File: src/rtl/infusion_pkg.sv
// Shared state encoding and default timing constants for the adenosine infusion sequencer.
package infusion_pkg;

    typedef enum logic [2:0] {
        S_IDLE    = 3'd0,
        S_PRIME   = 3'd1,
        S_INJECT  = 3'd2,
        S_FLUSH   = 3'd3,
        S_LOCKOUT = 3'd4,
        S_FAULT   = 3'd5
    } inf_state_t;

    localparam int IV_PRIME_CYCLES_D = 16;
    localparam int CYCLES_PER_MG_D   = 8;
    localparam int FLUSH_CYCLES_D    = 10;
    localparam int LOCKOUT_CYCLES_D  = 64;
    localparam int MAX_DOSE_MG_D     = 12;

    // Timer must hold the longest phase length loaded into it.
    function automatic int tmr_width(input int max_dose, input int cpm, input int lockout,
                                     input int prime, input int flush);
        int m;
        m = max_dose * cpm;
        if (lockout > m) m = lockout;
        if (prime > m)   m = prime;
        if (flush > m)   m = flush;
        return $clog2(m + 1);
    endfunction

endpackage

File: src/rtl/drug_infusion_sequencer_if.sv
// Request/status bundle between the heart-monitor side and the infusion sequencer.
interface drug_infusion_sequencer_if;

    logic       drug_req;
    logic       iv_req;
    logic [3:0] dose_mg;
    logic       abort;
    logic       line_occluded;
    logic       fault_clr;
    logic       iv_prime;
    logic       drug_pump_en;
    logic       saline_pump_en;
    logic       busy;
    logic       done;
    logic       aborted;
    logic       fault;
    logic [3:0] delivered_mg;

    modport master (
        output drug_req, iv_req, dose_mg, abort, line_occluded, fault_clr,
        input  iv_prime, drug_pump_en, saline_pump_en, busy, done, aborted, fault, delivered_mg
    );

    modport slave (
        input  drug_req, iv_req, dose_mg, abort, line_occluded, fault_clr,
        output iv_prime, drug_pump_en, saline_pump_en, busy, done, aborted, fault, delivered_mg
    );

endinterface

File: src/rtl/infusion_timer.sv
// Loadable down-counter with zero flag; parks at zero rather than wrapping.
module infusion_timer #(
    parameter int W = 7
) (
    input  logic         clk,
    input  logic         rst,
    input  logic         load,
    input  logic [W-1:0] load_val,
    output logic [W-1:0] cnt,
    output logic         zero
);

    always_ff @(posedge clk) begin
        if (!rst)            cnt <= '0;
        else if (load)       cnt <= load_val;
        else if (cnt != '0)  cnt <= cnt - W'(1);
    end

    assign zero = (cnt == '0);

endmodule

File: src/rtl/drug_infusion_sequencer.sv
// Adenosine one-shot sequencer: prime IV line, inject dose, saline flush, lockout.
// Handles abort, occlusion fault and dose clamping; all outputs registered.
module drug_infusion_sequencer
    import infusion_pkg::*;
#(
    parameter int IV_PRIME_CYCLES = IV_PRIME_CYCLES_D,
    parameter int CYCLES_PER_MG   = CYCLES_PER_MG_D,
    parameter int FLUSH_CYCLES    = FLUSH_CYCLES_D,
    parameter int LOCKOUT_CYCLES  = LOCKOUT_CYCLES_D,
    parameter int MAX_DOSE_MG     = MAX_DOSE_MG_D
) (
    input logic                       clk,
    input logic                       rst,
    drug_infusion_sequencer_if.slave  bus
);

    localparam int TW = tmr_width(MAX_DOSE_MG, CYCLES_PER_MG, LOCKOUT_CYCLES,
                                  IV_PRIME_CYCLES, FLUSH_CYCLES);

    inf_state_t    state, nxt;
    logic [TW-1:0] tmr_cnt, tmr_val;
    logic          tmr_zero, tmr_load;
    logic [3:0]    dose_q, delivered_q, dose_clamped;
    logic          iv_prime_q, drug_pump_q, saline_pump_q;
    logic          busy_q, done_q, aborted_q, fault_q;
    logic          start, abort_take, blk_end, inc;

    infusion_timer #(.W(TW)) u_timer (
        .clk      (clk),
        .rst      (rst),
        .load     (tmr_load),
        .load_val (tmr_val),
        .cnt      (tmr_cnt),
        .zero     (tmr_zero)
    );

    // Occlusion is checked first so it beats a same-cycle abort or timer expiry.
    always_comb begin
        nxt = state;
        case (state)
            S_IDLE:    if (bus.drug_req && bus.iv_req && bus.dose_mg != 4'd0) nxt = S_PRIME;
            S_PRIME:   if (bus.line_occluded)  nxt = S_FAULT;
                       else if (bus.abort)     nxt = S_FLUSH;
                       else if (tmr_zero)      nxt = S_INJECT;
            S_INJECT:  if (bus.line_occluded)  nxt = S_FAULT;
                       else if (bus.abort)     nxt = S_FLUSH;
                       else if (tmr_zero)      nxt = S_FLUSH;
            S_FLUSH:   if (bus.line_occluded)  nxt = S_FAULT;
                       else if (tmr_zero)      nxt = S_LOCKOUT;
            S_LOCKOUT: if (tmr_zero)           nxt = S_IDLE;
            S_FAULT:   if (bus.fault_clr && !bus.line_occluded) nxt = S_IDLE;
            default:   nxt = S_IDLE;
        endcase
    end

    // Timer holds (phase length - 1) so each phase lasts exactly its cycle count.
    always_comb begin
        tmr_load = (nxt != state);
        case (nxt)
            S_PRIME:   tmr_val = TW'(IV_PRIME_CYCLES - 1);
            S_INJECT:  tmr_val = TW'(32'(dose_q) * CYCLES_PER_MG - 1);
            S_FLUSH:   tmr_val = TW'(FLUSH_CYCLES - 1);
            S_LOCKOUT: tmr_val = TW'(LOCKOUT_CYCLES - 1);
            default:   tmr_val = '0;
        endcase
    end

    assign dose_clamped = (bus.dose_mg > 4'(MAX_DOSE_MG)) ? 4'(MAX_DOSE_MG) : bus.dose_mg;
    assign start        = (state == S_IDLE) && (nxt == S_PRIME);
    assign abort_take   = (state == S_PRIME || state == S_INJECT) && !bus.line_occluded && bus.abort;
    // Remaining inject cycles a multiple of CYCLES_PER_MG marks the end of a 1 mg block.
    assign blk_end      = ((32'(tmr_cnt) % CYCLES_PER_MG) == 0);
    assign inc          = (state == S_INJECT) && !bus.line_occluded && !bus.abort &&
                          blk_end && (delivered_q < dose_q);

    always_ff @(posedge clk) begin
        if (!rst) begin
            state         <= S_IDLE;
            dose_q        <= '0;
            delivered_q   <= '0;
            iv_prime_q    <= 1'b0;
            drug_pump_q   <= 1'b0;
            saline_pump_q <= 1'b0;
            busy_q        <= 1'b0;
            done_q        <= 1'b0;
            aborted_q     <= 1'b0;
            fault_q       <= 1'b0;
        end else begin
            state         <= nxt;
            iv_prime_q    <= (nxt == S_PRIME);
            drug_pump_q   <= (nxt == S_INJECT);
            saline_pump_q <= (nxt == S_FLUSH);
            busy_q        <= (nxt != S_IDLE);
            done_q        <= (state == S_FLUSH) && (nxt == S_LOCKOUT);
            fault_q       <= (nxt == S_FAULT);
            if (start) begin
                dose_q      <= dose_clamped;
                delivered_q <= '0;
                aborted_q   <= 1'b0;
            end
            if (abort_take) aborted_q   <= 1'b1;
            if (inc)        delivered_q <= delivered_q + 4'd1;
        end
    end

    assign bus.iv_prime       = iv_prime_q;
    assign bus.drug_pump_en   = drug_pump_q;
    assign bus.saline_pump_en = saline_pump_q;
    assign bus.busy           = busy_q;
    assign bus.done           = done_q;
    assign bus.aborted        = aborted_q;
    assign bus.fault          = fault_q;
    assign bus.delivered_mg   = delivered_q;

endmodule

File: src/flat_wrapper.sv
// flat-port wrapper written by rule: the top's interface ports become plain ports
module drug_infusion_sequencer_flat import infusion_pkg::*;
#(
    parameter int IV_PRIME_CYCLES = IV_PRIME_CYCLES_D,
    parameter int CYCLES_PER_MG   = CYCLES_PER_MG_D,
    parameter int FLUSH_CYCLES    = FLUSH_CYCLES_D,
    parameter int LOCKOUT_CYCLES  = LOCKOUT_CYCLES_D,
    parameter int MAX_DOSE_MG     = MAX_DOSE_MG_D
)
  (clk, rst, bus_drug_req, bus_iv_req, bus_dose_mg, bus_abort, bus_line_occluded, bus_fault_clr, bus_iv_prime, bus_drug_pump_en, bus_saline_pump_en, bus_busy, bus_done, bus_aborted, bus_fault, bus_delivered_mg);
  drug_infusion_sequencer_if bus_i ();
  input logic clk;
  input logic rst;
  input wire logic [$bits(bus_i.drug_req)-1:0] bus_drug_req;
  input wire logic [$bits(bus_i.iv_req)-1:0] bus_iv_req;
  input wire logic [$bits(bus_i.dose_mg)-1:0] bus_dose_mg;
  input wire logic [$bits(bus_i.abort)-1:0] bus_abort;
  input wire logic [$bits(bus_i.line_occluded)-1:0] bus_line_occluded;
  input wire logic [$bits(bus_i.fault_clr)-1:0] bus_fault_clr;
  output wire logic [$bits(bus_i.iv_prime)-1:0] bus_iv_prime;
  output wire logic [$bits(bus_i.drug_pump_en)-1:0] bus_drug_pump_en;
  output wire logic [$bits(bus_i.saline_pump_en)-1:0] bus_saline_pump_en;
  output wire logic [$bits(bus_i.busy)-1:0] bus_busy;
  output wire logic [$bits(bus_i.done)-1:0] bus_done;
  output wire logic [$bits(bus_i.aborted)-1:0] bus_aborted;
  output wire logic [$bits(bus_i.fault)-1:0] bus_fault;
  output wire logic [$bits(bus_i.delivered_mg)-1:0] bus_delivered_mg;
  assign bus_i.drug_req = bus_drug_req;
  assign bus_i.iv_req = bus_iv_req;
  assign bus_i.dose_mg = bus_dose_mg;
  assign bus_i.abort = bus_abort;
  assign bus_i.line_occluded = bus_line_occluded;
  assign bus_i.fault_clr = bus_fault_clr;
  assign bus_iv_prime = bus_i.iv_prime;
  assign bus_drug_pump_en = bus_i.drug_pump_en;
  assign bus_saline_pump_en = bus_i.saline_pump_en;
  assign bus_busy = bus_i.busy;
  assign bus_done = bus_i.done;
  assign bus_aborted = bus_i.aborted;
  assign bus_fault = bus_i.fault;
  assign bus_delivered_mg = bus_i.delivered_mg;
  drug_infusion_sequencer #(.IV_PRIME_CYCLES(IV_PRIME_CYCLES), .CYCLES_PER_MG(CYCLES_PER_MG), .FLUSH_CYCLES(FLUSH_CYCLES), .LOCKOUT_CYCLES(LOCKOUT_CYCLES), .MAX_DOSE_MG(MAX_DOSE_MG)) u_core (.clk(clk), .rst(rst), .bus(bus_i));
endmodule
File: config.mk
export PLATFORM = sky130hd
export DESIGN_NAME = drug_infusion_sequencer_flat
export DESIGN_NICKNAME = d
export VERILOG_FILES = /design/src/rtl/infusion_pkg.sv /design/src/rtl/drug_infusion_sequencer_if.sv /design/src/rtl/infusion_timer.sv /design/src/rtl/drug_infusion_sequencer.sv /design/src/flat_wrapper.sv
export SDC_FILE = /design/constraint.sdc
export NUM_CORES = 1
export LEC_CHECK = 0
export CAP_MARGIN = 20
export CORE_MARGIN = 2
export CORE_UTILIZATION = 45
export DETAILED_ROUTE_END_ITERATION = 8
export GPL_TIMING_DRIVEN = 0
export PLACE_DENSITY = 0.68
export SLEW_MARGIN = 20
export SYNTH_ARGS = -nofsm -noshare
export SYNTH_HDL_FRONTEND = slang
export SYNTH_SLANG_ARGS = --single-unit
File: constraint.sdc
create_clock -name clk -period 6.7 [get_ports clk]
set_input_delay 1.34 -clock clk [delete_from_list [all_inputs] [get_ports clk]]
set_output_delay 1.34 -clock clk [all_outputs]
set_load 0.01 [all_outputs]
== Word-level counts from Yosys, hierarchy flattened ==
Cells that the tools add are included.

* Output and inout port bits: 11
* Logic and storage cells: 70
* Input port bits: 11
* Register bits after elaboration: 25

* Equality and inequality tests: 11
* Reductions and logical operators: 23
* $add $sub $neg: 3
* Mux-type cells: 20
* Order comparisons: 2

{| class="wikitable"
|+ Operators with widths
! cell !! number
|-
| $mux 3 || 11
|-
| $logic_not 32->1 || 1
|-
| $pmux 7 s4 || 1
|-
| $pmux 3 s6 || 1
|-
| $mux 7 || 2
|-
| $sub 7x1->7 const B || 2
|-
| $eq 3x2->1 const B || 4
|-
| $eq 3x3->1 const B || 4
|-
| $mux 4 || 3
|-
| $logic_and 1x1->1 || 11
|-
| $logic_not 7->1 || 1
|-
| $reduce_bool 7->1 || 1
|-
| $eq 3x1->1 const B || 2
|-
| $reduce_bool 2->1 || 3
|-
| $add 4x1->4 const B || 1
|-
| $gt 4x4->1 const B || 1
|-
| $lt 4x4->1 || 1
|-
| $reduce_bool 4->1 || 1
|-
| $logic_not 3->1 || 1
|-
| $ne 3x3->1 || 1
|-
| $reduce_bool 3->1 || 1
|-
| $logic_not 1->1 || 2
|-
| $mux 1 || 2
|-
| $logic_or 1x1->1 || 1
|}

== Logic depth before layout (Yosys ltp) ==
* Depth after elaboration: 9
* Depth in mapped cells: 9
* Gate-level depth less buffers: 8

== Cells and area by module ==
A second synthesis with hierarchy kept.

* Cell total of the unflattened synthesis: 177
* Area total of the unflattened synthesis: 1560.2 um^2

{| class="wikitable"
|+ Modules (own cells, without submodules)
! module !! cells an instance !! instances !! area an instance (um^2) !! sequential area each (um^2)
|-
| drug_infusion_sequencer || 133 || 1 || 1148.6 || 360.3
|-
| infusion_timer || 44 || 1 || 411.6 || 140.1
|}

== Worst setup path before layout ==
No wires, ideal clock.

* Path type: input to register
* Start point: input bus_dose_mg[1]
* End point: register u_core.u_timer.cnt[3]
* Setup slack: 3567 ps
* Path buffers: 2
* Setup time: 117 ps
* Stages: 8
* Data required time: 6583 ps
* Data arrival time: 3016 ps
* Path through: or4_1 and3_1 buf_6 a221o_1 buf_6 o21bai_2 nand2_1 a32o_1

* Longest elaborated chain between the ends: 7
* Elaborated cells between the ends (all ways): 12
* Classes of those cells: eq/ne (5); mux (4); reduce/logical (3)

{| class="wikitable"
|+ Ends and longest elaborated chain
! element !! RTL line !! source
|-
| start: declaration || flat_wrapper.sv:16 || <nowiki>input wire logic [$bits(bus_i.dose_mg)-1:0] bus_dose_mg;</nowiki>
|-
| $reduce_bool 4->1 (*) || drug_infusion_sequencer.sv:41 || <nowiki>S_IDLE: if (bus.drug_req && bus.iv_req && bus.dose_mg != 4'd0) nxt = S_PRIME;</nowiki>
|-
| $logic_and 1x1->1 (*) || drug_infusion_sequencer.sv:41 ||
|-
| $mux 3 (*) || drug_infusion_sequencer.sv:41 ||
|-
| $pmux 3 s6 (*) || drug_infusion_sequencer.sv:40 || <nowiki>case (state)</nowiki>
|-
| $eq 3x3->1 (tied with other cells) || drug_infusion_sequencer.sv:59 || <nowiki>case (nxt)</nowiki>
|-
| $pmux 7 s4 || drug_infusion_sequencer.sv:59 ||
|-
| $mux 7 || infusion_timer.sv:15 || <nowiki>else if (load) cnt <= load_val;</nowiki>
|-
| end signal: assignment || infusion_timer.sv:15 ||
|-
| end signal: assignment || infusion_timer.sv:16 || <nowiki>else if (cnt != '0) cnt <= cnt - W'(1);</nowiki>
|-
| end: declaration || infusion_timer.sv:9 || <nowiki>output logic [W-1:0] cnt,</nowiki>
|}

Every way passes the cells marked *; elsewhere a longest branch is shown, timed or not.
A chain may end at the register's enable or synchronous reset.

== Final worst setup path ==
Ends and elaborated chain as after synthesis.

==> results.tsv <==
stage	metric	value	unit
clock_tree	ctsResizeCount	0	
synthesis	synth_async_sr_flop_share	0	
timing	finalSetupViolCount	0	
placed_design	placed_area	0.00176	mm²
clock_tree	worstSkewPairLatency	0.33	ns
power_and_ir_drop	p_int	0.359	mW
global_routing	grt.total_usage	0.188	
timing	fin_crit_sh	0.491	
final_layout	drive_gt1_frac	0.0829	
final_layout	area_growth	19.1	%
setup_path	critPathRequiredTime	6.93	ns
timing	slew_headroom	0.618	
route	drt-wirelength-per-cell	13.5	µm
clock_tree	cts_tree	built	
clock_tree	post_cts_buffers	0	
flow_run	maxCapViolations	0	
hold_path	hold_end	u_core.dose_q[1]	
timing	hold_slack	0.481	ns
synthesis	ys_ff_latch	25	
clock_tree	hold_buffers	0	
route	ant_nets	0	
timing	hold_violations	0	
global_routing	antenna_found_initial	0	
setup_path	crit_fanout	8	
route	first_pass_iters	4	
setup_path	critPathKind	in2reg	
synthesis	syn_area	0.00150	mm²
power_and_ir_drop	switching_share	0.422	
global_routing	use_met1	0.237	
global_routing	gr-total-overflow	0	
placed_design	portBuffers	20	
synthesis	synth_edf_count	0	
synthesis	synthXorXnorAreaFrac	0.0466	
placed_design	hpwl	2.60	mm
clock_tree	clockRootBuffer	clkbuf_4	
setup_path	start_kind	primary input	
placed_design	place_congestion	0.886	
setup_path	rr_worst_depth	8	
setup_path	r2r-start	u_core.u_timer.cnt[0]	
die	start_util	0.484	
placed_design	placedCellCount	245	
global_routing	grtUsageMet3	0.0435	
clock_tree	h-tree-depth	1	
timing	tightest_slew	0.568	ns
final_layout	most-common-layout-cells	dfxtp_1, clkdlybuf4s50_1, nand2_1, inv_1, a21oi_1	
synthesis	syn_inst	181	
synthesis	yosysWarnings	0	
power_and_ir_drop	leakage	0.694	nW
route	drc	0	
route	wirelength	3.35	mm
final_layout	layout_commonest_cell	dfxtp_1	
final_layout	stdcell_count	249	
global_routing	grt.busiest_layer	met2	
clock_tree	clock_path_buffers	2	
global_routing	grt_first_pass_wirelength	5.37	mm
die	dieArea	0.00382	mm²
run_status	status	complete, no violations	
synthesis	synth_fa_ha_area_frac	0.0583	
route	drt_iter0_drc	58	
hold_path	hold_depth	2	
timing	max_freq	304	MHz
setup_path	r2r-end	u_core.u_timer.cnt[2]	
power_and_ir_drop	power.share.clock	0.118	
final_layout	diodes	0	
global_routing	grt_max_degree	17	
setup_path	endpoint_kind	flip-flop	
setup_path	rrSetupSlack	4.13	ns
die	core	0.00310	mm²
clock_tree	cts.clk_slew.worst_paths	0.15	ns
synthesis	synth_top_family_by_area	simple AND/OR/NAND/NOR gates	
global_routing	met2_usage	0.332	
clock_tree	cts_made_buffers	3	
synthesis	synth-simple-area-share	0.256	
timing	drv_slew	0	
power_and_ir_drop	seq_power_share	0.314	
power_and_ir_drop	power_density	347	mW/mm²
synthesis	synth_cell_types	49	
synthesis	yosysSeqAreaShare	0.333	
final_layout	finish.net_count	224	
synthesis	synth-main-ff-cell	dfxtp_1	
power_and_ir_drop	power_frac_comb	0.568	
power_and_ir_drop	finalPower	0.621	mW
global_routing	grt_pass1_vias	1253	
synthesis	syn-num-nets	199	
route	dr_total_vias	1360	
hold_path	holdCritPathClass	reg2reg	
synthesis	synth_compound_area_frac	0.229	
synthesis	syn_area_per_cell	8.30	µm²
final_layout	fin_area	0.00179	mm²
final_layout	fin_util	0.577	
hold_path	hold_start	u_core.dose_q[1]	
timing	layout_min_cycle_time	3.29	ns
timing	rsz0062_at_grt	no	
clock_tree	cts_sinks	25	
placed_design	dp_worst_setup_slack	3.06	ns
synthesis	muxShareOfSynthArea	0.00666	
setup_path	worstPathArrival	3.52	ns
die	die_width	61.8	µm
route	vias_per_cell	5.46	
timing	setup_tns	0	ns
die	fp-row-count	20	
power_and_ir_drop	p_switching	0.262	mW
final_layout	fill_cells	299	
timing	finalWorstSetupSlack	3.41	ns
die	io_pins	22	
timing	fin_skew	0.0122	ns
die	die_h	61.8	µm
power_and_ir_drop	ir_drop	0.000202	V
synthesized netlist by cell type (4+ instances only):
cell type	n	area (µm²)
dfxtp_1	25	500
nand2_1	18	67.6
inv_1	15	56.3
a21oi_1	13	65.1
nor2_1	11	41.3
nand3_1	10	50.1
ha_1	7	87.6
o21ai_0	6	30.0
xnor2_1	6	52.6
a21o_1	5	37.5
nor3_1	5	25.0
clkbuf_1	4	15.0
nand2b_1	4	25.0
nor2b_1	4	25.0
cell families (layout without fill, tap and decap cells):
logic type,Yosys count,count (layout)
and+or+nand+nor,71,71
xor gates and xnor gates,8,8
muxes,1,1
DFF,25,25
adders and majority gates,7,7
buffers and inverters,23,47
AOI/OAI and AO/OA,46,46
critical path, stage by stage:
cell             delay, ns
clkdlybuf4s50_1       0.42
or4_1                 0.54
and3_1                0.21
buf_6                 0.13
a221o_1               0.27
buf_6                 0.15
o21bai_2              0.15
nand2_1               0.07
a32o_1                0.25
worst max-delay path by stage:
| stage | startpoint | to | slack [ns] |
|---|---|---|---|
| 2_1_floorplan | bus_dose_mg[1] | u_core.u_timer.cnt[3] | 3.57 |
| 3_3_place_gp | bus_dose_mg[1] | u_core.u_timer.cnt[3] | 3.09 |
| 3_5_place_dp | bus_dose_mg[1] | u_core.u_timer.cnt[3] | 3.06 |
| 4_1_cts | bus_dose_mg[1] | u_core.u_timer.cnt[3] | 3.42 |
| 5_1_grt | bus_dose_mg[1] | u_core.u_timer.cnt[3] | 3.31 |
| 6_report | bus_dose_mg[1] | u_core.u_timer.cnt[3] | 3.41 |
power groups by stage:
stage / combinational, mW / sequential, mW / clock (mW)
after detailed placement: 0.346 / 0.198 / 0
after floorplan: 0.265 / 0.199 / 0
after global placement: 0.340 / 0.197 / 0
final: 0.353 / 0.195 / 0.0732
after global routing: 0.384 / 0.199 / 0.0799
after CTS: 0.349 / 0.195 / 0.0758
flip-flops by register name, indices dropped and copies added (netlist names), 3 cells and up:
name	count
u_core.bus.delivered_mg	4
u_core.state	3
u_core.u_timer.cnt	7
u_core.dose_q	4
per-layer routing:
layer  share of wire  wire length (µm)
met1            0.46              1540
met2            0.50              1670
met3           0.036               120
met4          0.0063                21
met5               0                 0
cell type report:
type | instances | area, µm² | share of cell area
timing repair buffer | 20 | 200 | 0.112
tap | 44 | 55.1 | 0.0308
inverter | 15 | 56.3 | 0.0315
multi-input combinational | 133 | 896 | 0.501
sequential | 25 | 500 | 0.280
clock inverter | 1 | 8.76 | 0.00490
clock buffer | 3 | 22.5 | 0.0126
buffer | 8 | 50.0 | 0.0280
No activity file was read; power rests on OpenSTA's default activity.
